`config.mk`:
```
export PLATFORM = sky130hd
export DESIGN_NAME = fifo_rd_drain
export DESIGN_NICKNAME = d
export VERILOG_FILES = /design/src/rtl/fifo_rd_drain.sv
export SDC_FILE = /design/constraint.sdc
export NUM_CORES = 1
export LEC_CHECK = 0
export BUFFER_PORTS_ARGS = -buffer_cell sky130_fd_sc_hd__clkbuf_2
export CORE_MARGIN = 5
export CORE_UTILIZATION = 45
export DETAILED_ROUTE_END_ITERATION = 12
export GPL_TIMING_DRIVEN = 0
export MAX_ROUTING_LAYER = met4
export PLACE_DENSITY = 0.66
export SETUP_SLACK_MARGIN = 0.1
export SLEW_MARGIN = 20
export SYNTH_ARGS = -nofsm -noshare
export SYNTH_HDL_FRONTEND = slang
export SYNTH_SLANG_ARGS = --single-unit
export TNS_END_PERCENT = 5
```
`constraint.sdc`:
```
create_clock -name rclk -period 2.45 [get_ports rclk]
set_clock_uncertainty 0.05 [all_clocks]
set_input_delay 0.6125 -clock rclk [delete_from_list [all_inputs] [get_ports rclk]]
set_output_delay 0.6125 -clock rclk [all_outputs]
set_load 0.02 [all_outputs]
```
`src/rtl/fifo_rd_drain.sv`:
```
// rtl/fifo_rd_drain.sv - read-side drain engine: pops a commanded burst from a show-ahead FIFO into a 2-entry valid/ready output buffer
// Optional popped-data pattern checker enabled by defining FIFO_RD_CHECK_EN.
module fifo_rd_drain #(
    parameter int DW = 8,
    parameter int LW = 8
) (
    input  logic          rclk,
    input  logic          rst,
    input  logic          empty,
    input  logic [DW-1:0] rdata,
    output logic          rinc,
    input  logic          start,
    input  logic [LW-1:0] len,
    output logic          m_valid,
    output logic [DW-1:0] m_data,
    input  logic          m_ready,
    output logic          busy,
    output logic          done,
    output logic [LW-1:0] word_cnt,
    output logic          err
);

    typedef enum logic [1:0] {
        IDLE  = 2'd0,
        RUN   = 2'd1,
        FLUSH = 2'd2
    } state_t;

    state_t        state;
    logic [LW-1:0] remain;
    logic [1:0]    buf_cnt;
    logic [DW-1:0] buf_head;
    logic [DW-1:0] buf_tail;
    logic          xfer;

    // Pop decision never looks at m_ready, so downstream stalls cannot form a combinational loop into the FIFO.
    assign rinc    = (state == RUN) && !empty && (buf_cnt < 2'd2);
    assign m_valid = (buf_cnt != 2'd0);
    assign m_data  = buf_head;
    assign xfer    = m_valid && m_ready;

    always_ff @(posedge rclk) begin
        if (rst) begin
            buf_cnt  <= 2'd0;
            buf_head <= '0;
            buf_tail <= '0;
        end else begin
            case ({rinc, xfer})
                2'b10: begin
                    if (buf_cnt == 2'd0) begin
                        buf_head <= rdata;
                    end else begin
                        buf_tail <= rdata;
                    end
                    buf_cnt <= buf_cnt + 2'd1;
                end
                2'b01: begin
                    buf_head <= buf_tail;
                    buf_cnt  <= buf_cnt - 2'd1;
                end
                // Push and pop together only happen with one entry held, so the new word becomes the head.
                2'b11: buf_head <= rdata;
                default: ;
            endcase
        end
    end

    always_ff @(posedge rclk) begin
        if (rst) begin
            state    <= IDLE;
            remain   <= '0;
            busy     <= 1'b0;
            done     <= 1'b0;
            word_cnt <= '0;
        end else begin
            done <= 1'b0;
            case (state)
                IDLE: begin
                    if (start) begin
                        if (len != '0) begin
                            remain   <= len;
                            word_cnt <= '0;
                            busy     <= 1'b1;
                            state    <= RUN;
                        end else begin
                            done <= 1'b1;
                        end
                    end
                end
                RUN: begin
                    if (rinc) begin
                        remain   <= remain - LW'(1);
                        word_cnt <= word_cnt + LW'(1);
                        if (remain == LW'(1)) begin
                            state <= FLUSH;
                        end
                    end
                end
                FLUSH: begin
                    // Finish on the edge that empties the buffer so done lands one cycle after the last transfer.
                    if ((buf_cnt == 2'd0) || ((buf_cnt == 2'd1) && xfer)) begin
                        done  <= 1'b1;
                        busy  <= 1'b0;
                        state <= IDLE;
                    end
                end
                default: state <= IDLE;
            endcase
        end
    end

`ifdef FIFO_RD_CHECK_EN
    logic [DW-1:0] exp;

    always_ff @(posedge rclk) begin
        if (rst) begin
            exp <= '0;
            err <= 1'b0;
        end else if (rinc) begin
            exp <= exp + DW'(1);
            if (rdata != exp) begin
                err <= 1'b1;
            end
        end
    end
`else
    assign err = 1'b0;
`endif

endmodule

```
==> flow_metrics.py, run 1 <==
metrics = {
    "clock_tree": {
        "clkTransAtPathRegs_ns": 0.08,
        "cts.path.max_buffers": 2,
        "cts_setup_buffers": 0,
        "htree_num_levels": 2,
        "root_buffer": "clkbuf_8",
        "cts_sinks": 38,
        "numCtsBuffers": 5,
        "cts_hold_buffers": 0,
        "clock_latency_ns": 0.30,
        "cts_tree": "yes",
        "cts-resized-gates": 0,
    },
    "pwr": {
        "pwr-share-comb_pct": 39.0,
        "peakVddDrop_uv": 376,
        "p_sw_w": 0.000778,
        "p_per_area_nw_per_um2": 817,
        "swShare_pct": 38.1,
        "internal_power_w": 0.00127,
        "p_leak_nw": 0.997,
        "clockPowerShare_pct": 22.7,
        "seqPwrFrac_pct": 38.3,
    },
    "setup_path": {
        "cp_num_buf_inv": 3,
        "worst_setup_path_end_kind": "flop",
        "cp_max_fo": 10,
        "reg2regPathDepth": 9,
        "worstPathRequired_ns": 2.61,
        "regToRegStartpoint": "state[1]",
        "slowest_stage": "dfxtp_1",
        "max_stage_delay_ns": 0.45,
        "cp_cell_sequence": "and2b_4 -> nand2_2 -> buf_6 -> buf_2 -> ha_1 -> clkbuf_4 -> xor2_1 -> nor2_1 -> a211oi_1",
        "critPathLaunchType": "flop",
        "cp_data_arrival_time_ns": 2.29,
        "r2r-end": "buf_cnt[1]",
        "reg2reg_slack_ns": 0.32,
        "crit_family": "buffers and inverters",
        "critical_path_class": "reg -> reg",
    },
    "synth": {
        "netlist-cell-type-count": 48,
        "syn_nets": 259,
        "yosysMostFrequentCell": "dfxtp_1",
        "synth_area_um2": 2140,
        "avgSynthCellArea_um2": 9.26,
        "synthDominantCellAreaShare_pct": 35.6,
        "ys_top_cells_by_area": "dfxtp_1 36%, mux2i_1 9.8%, a21oi_1 6.1%, a211oi_2 5.3%, nor2_1 4.7%",
        "yosys.area.top_type": "dfxtp_1",
        "ys_warn_count": 0,
        "ys_seq_area_share_pct": 35.6,
        "synth_ff_type": "dfxtp_1",
        "syn_inst": 231,
        "async_flop_share_pct": 0,
        "synthTopCellsByCount": "38 x dfxtp_1, 27 x nor2_1, 26 x a21oi_1",
        "synth_seq_cells": 38,
        "synth-edff-count": 0,
    },
    "global_routing": {
        "gr-usage-all-layers_pct": 17.6,
        "first_global_vias": 1771,
        "grt_max_degree": 13,
        "grt_overflow_total": 0,
        "grt_pass1_wl_um": 8390,
        "antenna_found_initial": 0,
    },
    "floorplan": {
        "start_util_pct": 45.9,
        "die_width_um": 78.9,
        "rows": 25,
        "core-area_um2": 4660,
        "fp.dieH_um": 78.9,
        "design.die.area_um2": 6230,
        "ios": 42,
    },
    "drt": {
        "postRouteWirelength_um": 4820,
        "via_per_inst": 5.43,
        "drt_iter0_markers": 55,
        "post-route-drc-count": 0,
        "num_vias": 1808,
        "drtPass1Iterations": 4,
        "antenna_left": 0,
        "drt-wirelength-per-cell_um": 14.5,
    },
    "timing": {
        "rsz0062_at_grt": "false",
        "slew_headroom_pct": 53.7,
        "timing.final.crit_share_pct": 86.9,
        "fin_crit_ns": 2.13,
        "setup_violations": 0,
        "hold_slack_ns": 0.435,
        "final_hold_viol_count": 0,
        "fmax_mhz": 470,
        "slew_violations": 0,
        "worstMarginPinSlew_ns": 0.694,
        "tns_ns": 0,
    },
    "placement": {
        "port-buffer-count": 40,
        "dp_hpwl_um": 3450,
        "gp_congestion": 0.841,
    },
    "finish": {
        "drive_gt1_share_pct": 30.8,
        "final_net_count": 306,
        "fillers": 465,
        "syn2layout_area_growth_pct": 17.1,
        "diodes": 0,
    },
    "hold_path": {
        "hold_depth": 2,
        "hp-start": "remain[7]",
        "hold_path_end": "remain[7]",
        "hold_path.class": "reg -> reg",
    },
    "outcome": {
        "status": "complete, no violations",
    },
    "job": {
        "cap_violations": 0,
    },
}
[cell families after synthesis]
family,count (synthesis),synth area share [%]
fa+ha+maj,7,4.10
flops,38,35.6
buf+inv,26,6.79
xor+xnor,2,0.819
compound gates,54,21.6
mux,22,10.4
simple gates,81,20.6
other cells,1,0.175
[metal layers]
| layer | part of all wire [%] | up-vias | global-route usage (%) |
|---|---|---|---|
| li1 | - | 933 | - |
| met1 | 48 | 831 | 21.7 |
| met2 | 46 | 39 | 28.2 |
| met3 | 4.9 | 5 | 3.40 |
| met4 | 1.3 | 0 | 7.56 |
| met5 | 0 | - | - |
[tightest hold or removal path: stages (launching register included)]
cell and delay (ns):
dfxtp_1 0.32, nand2_1 0.07, o32ai_2 0.06
[power groups by stage]
stage	clock [W]	sequential, W	combinational (W)
floorplan	0	0.000861	0.000536
global placement	0	0.000795	0.000792
detailed placement	0	0.000798	0.000804
CTS	0.000477	0.000784	0.000806
global route	0.000503	0.000799	0.000883
finish	0.000465	0.000783	0.000797
[worst max-delay path by stage]
stage / startpoint / end / slack [ns] / cells after the start
floorplan: empty / buf_cnt[1] / 0.47 / 9
global route: state[1] / buf_cnt[1] / 0.16 / 9
CTS: state[1] / buf_cnt[1] / 0.26 / 9
global placement: empty / buf_cnt[1] / 0.19 / 10
detailed placement: empty / buf_cnt[1] / 0.19 / 10
finish: state[1] / buf_cnt[1] / 0.32 / 9
[layout make-up]
class,count,area (um^2),share of cell area [%]
Buffer,17,114,4.55
Clock buffer,6,82.6,3.30
Tap cell,54,67.6,2.70
Timing Repair Buffer,40,200,8.00
Clock inverter,2,12.5,0.500
Inverter,9,33.8,1.35
Sequential cell,38,761,30.4
Multi-Input combinational cell,167,1230,49.2
[state kept, by name, indices dropped and copies added, names as in the netlist]
signal	count
buf_tail	8
m_data	8
remain	8
word_cnt	8
buf_cnt	2
state	2
busy	1
done	1
[per-stage QoR]
stage / setup slack (ns) / total power (W) / area, um^2 / util (%) / instances
after CTS: 0.257 / 0.00207 / 2500 / 53.7 / 333
after floorplan: 0.469 / 0.00140 / 2140 / - / 231
after global placement: 0.190 / 0.00159 / 2410 / 51.6 / 325
after detailed placement: 0.185 / 0.00160 / 2410 / 51.6 / 325
after global routing: 0.155 / 0.00218 / 2500 / 53.7 / 333
final: 0.321 / 0.00205 / 2500 / 53.7 / 333
[placed cells by master (no fill, tap or decap), types with 2 or more instances in the layout]
cell type,count
nor4_2,3
nor2_1,27
dfxtp_1,38
a21oi_1,26
clkbuf_8,6
buf_1,2
and4_1,2
inv_1,8
and3_1,2
nand3_1,12
clkbuf_1,4
nor3_1,5
buf_2,4
clkbuf_2,40
buf_6,5
ha_1,7
nand2_1,12
nand4_1,2
o32ai_2,6
xor2_1,2
nand3b_1,6
mux2i_1,21
a211oi_2,9
Power figures use the tool's default switching activity.
==> run 2, diff against run 1 <==
--- a/config.mk
+++ b/config.mk
@@ -9,7 +9,6 @@
 export CORE_MARGIN = 5
 export CORE_UTILIZATION = 45
 export DETAILED_ROUTE_END_ITERATION = 12
-export GPL_TIMING_DRIVEN = 0
 export MAX_ROUTING_LAYER = met4
 export PLACE_DENSITY = 0.66
 export SETUP_SLACK_MARGIN = 0.1
==> flow_metrics.py, run 2 (same netlist as run 1, synthesis figures left out) <==
metrics = {
    "outcome": {
        "status": "complete, no violations",
    },
    "clock_tree": {
        "htree_num_levels": 2,
        "cts_tree": "yes",
        "cts_hold_buffers": 0,
        "cts_sinks": 38,
        "numCtsBuffers": 5,
        "root_buffer": "clkbuf_8",
        "cts_setup_buffers": 0,
        "cts-resized-gates": 0,
        "clkTransAtPathRegs_ns": 0.08,
        "clock_latency_ns": 0.29,
        "cts.path.max_buffers": 2,
    },
    "floorplan": {
        "die_width_um": 78.9,
        "design.die.area_um2": 6230,
        "ios": 42,
        "core-area_um2": 4660,
        "rows": 25,
        "fp.dieH_um": 78.9,
        "start_util_pct": 45.9,
    },
    "timing": {
        "slew_headroom_pct": 58.9,
        "slew_violations": 0,
        "fin_crit_ns": 2.04,
        "final_hold_viol_count": 0,
        "setup_violations": 0,
        "worstMarginPinSlew_ns": 0.617,
        "fmax_mhz": 489,
        "tns_ns": 0,
        "setup_ws_ns": 0.406,
        "rsz0062_at_grt": "false",
        "timing.final.crit_share_pct": 83.4,
    },
    "placement": {
        "dp.cells": 313,
        "dp_hpwl_um": 3220,
        "dpl_cell_area_um2": 2340,
        "gp_congestion": 0.792,
        "preCtsSetupSlack_ns": 0.346,
        "port-buffer-count": 40,
    },
    "setup_path": {
        "worst_setup_path_end_kind": "output pin",
        "cp_data_arrival_time_ns": 1.38,
        "worstPathRequired_ns": 1.79,
        "critical_path_class": "reg -> out",
        "cp_cell_sequence": "and2b_4 -> nand2_2 -> inv_2 -> clkbuf_2",
        "cp_max_fo": 8,
        "critPathLaunchType": "flop",
        "slowest_stage": "dfxtp_1",
        "max_stage_delay_ns": 0.47,
    },
    "drt": {
        "via_per_inst": 5.45,
        "drtPass1Iterations": 4,
        "postRouteWirelength_um": 4500,
        "post-route-drc-count": 0,
        "antenna_left": 0,
        "drt-wirelength-per-cell_um": 14.0,
        "num_vias": 1750,
        "drt_iter0_markers": 77,
    },
    "finish": {
        "multi_input_area_um2": 1230,
        "final_net_count": 294,
        "diodes": 0,
        "fillers": 465,
        "syn2layout_area_growth_pct": 15.0,
        "drive_gt1_share_pct": 30.0,
        "finalNonFillerCells": 321,
        "seq_area_um2": 761,
        "layout_commonest_cell": "clkbuf_2",
        "stdcell_area_um2": 2460,
        "layout_common_cells": "40 x clkbuf_2, 38 x dfxtp_1, 27 x nor2_1, 26 x a21oi_1, 21 x mux2i_1",
    },
    "global_routing": {
        "antenna_found_initial": 0,
        "grt_overflow_total": 0,
        "first_global_vias": 1677,
        "gr-usage-all-layers_pct": 15.9,
        "grt_max_degree": 31,
        "grt_pass1_wl_um": 7800,
    },
    "job": {
        "cap_violations": 0,
    },
    "pwr": {
        "p_per_area_nw_per_um2": 848,
        "p_leak_nw": 0.967,
        "peakVddDrop_uv": 365,
    },
    "hold_path": {
        "hold_path.class": "reg -> reg",
    },
}
-- run 2: changes by cell type in the layout (fill, tap and decap cells not counted), moves of 2 or more --
| cell | delta |
|---|---|
| buf_1 | -2 |
| buf_2 | -4 |
| clkbuf_1 | -4 |
| buf_6 | -5 |
| buf_4 | +3 |
-- run 2: layout make-up --
cell class | count | area share, %
inverters | 9 | 1.37
clock buffers | 5 | 2.80
repair buffers | 45 | 10.2
well taps | 54 | 2.75
clock inverters | 3 | 1.83
multi-input cells | 167 | 50.1
flip-flops and latches | 38 | 30.9
-- run 2: through the flow --
stage	hold slack, ns	utilization (%)	power [W]
floorplan	0.406	-	0.00140
global placement	0.421	50.3	0.00155
detailed placement	0.428	50.3	0.00157
CTS	0.442	52.8	0.00211
global route	0.454	52.8	0.00223
finish	0.438	52.8	0.00208
-- run 2: final timing paths --
| path | from | endpoint | slack [ns] | cells after the start |
|---|---|---|---|---|
| hold / removal | remain[7] | remain[7] | 0.44 | 2 |
| setup / recovery | state[0] | rinc | 0.41 | 4 |
| setup reg to reg | buf_cnt[0] | m_data[5] | 0.42 | 8 |
| hold reg to reg | remain[7] | remain[7] | 0.44 | 2 |
-- run 2: layer usage --
layer / routed length (um) / track usage [%] / up-vias
met5: 0 / - / -
met1: 2140 / 20.5 / 810
met2: 2110 / 25.0 / 35
met3: 160 / 2.95 / 8
li1: - / - / 897
met4: 91 / 5.67 / 0
-- run 2: critical path: cells and delay by family (launching register included) --
family | cells | cell delay, ns
buffers and inverters | 2 | 0.29
flip-flops | 1 | 0.47
AND/OR/NAND/NOR | 2 | 0.34
-- run 2: power by group --
part           switching (W)  total, W  internal [W]
Clock               0.000234  0.000537      0.000303
Sequential         0.0000652  0.000782      0.000716
Combinational       0.000465  0.000765      0.000300
Total               0.000764   0.00208       0.00132
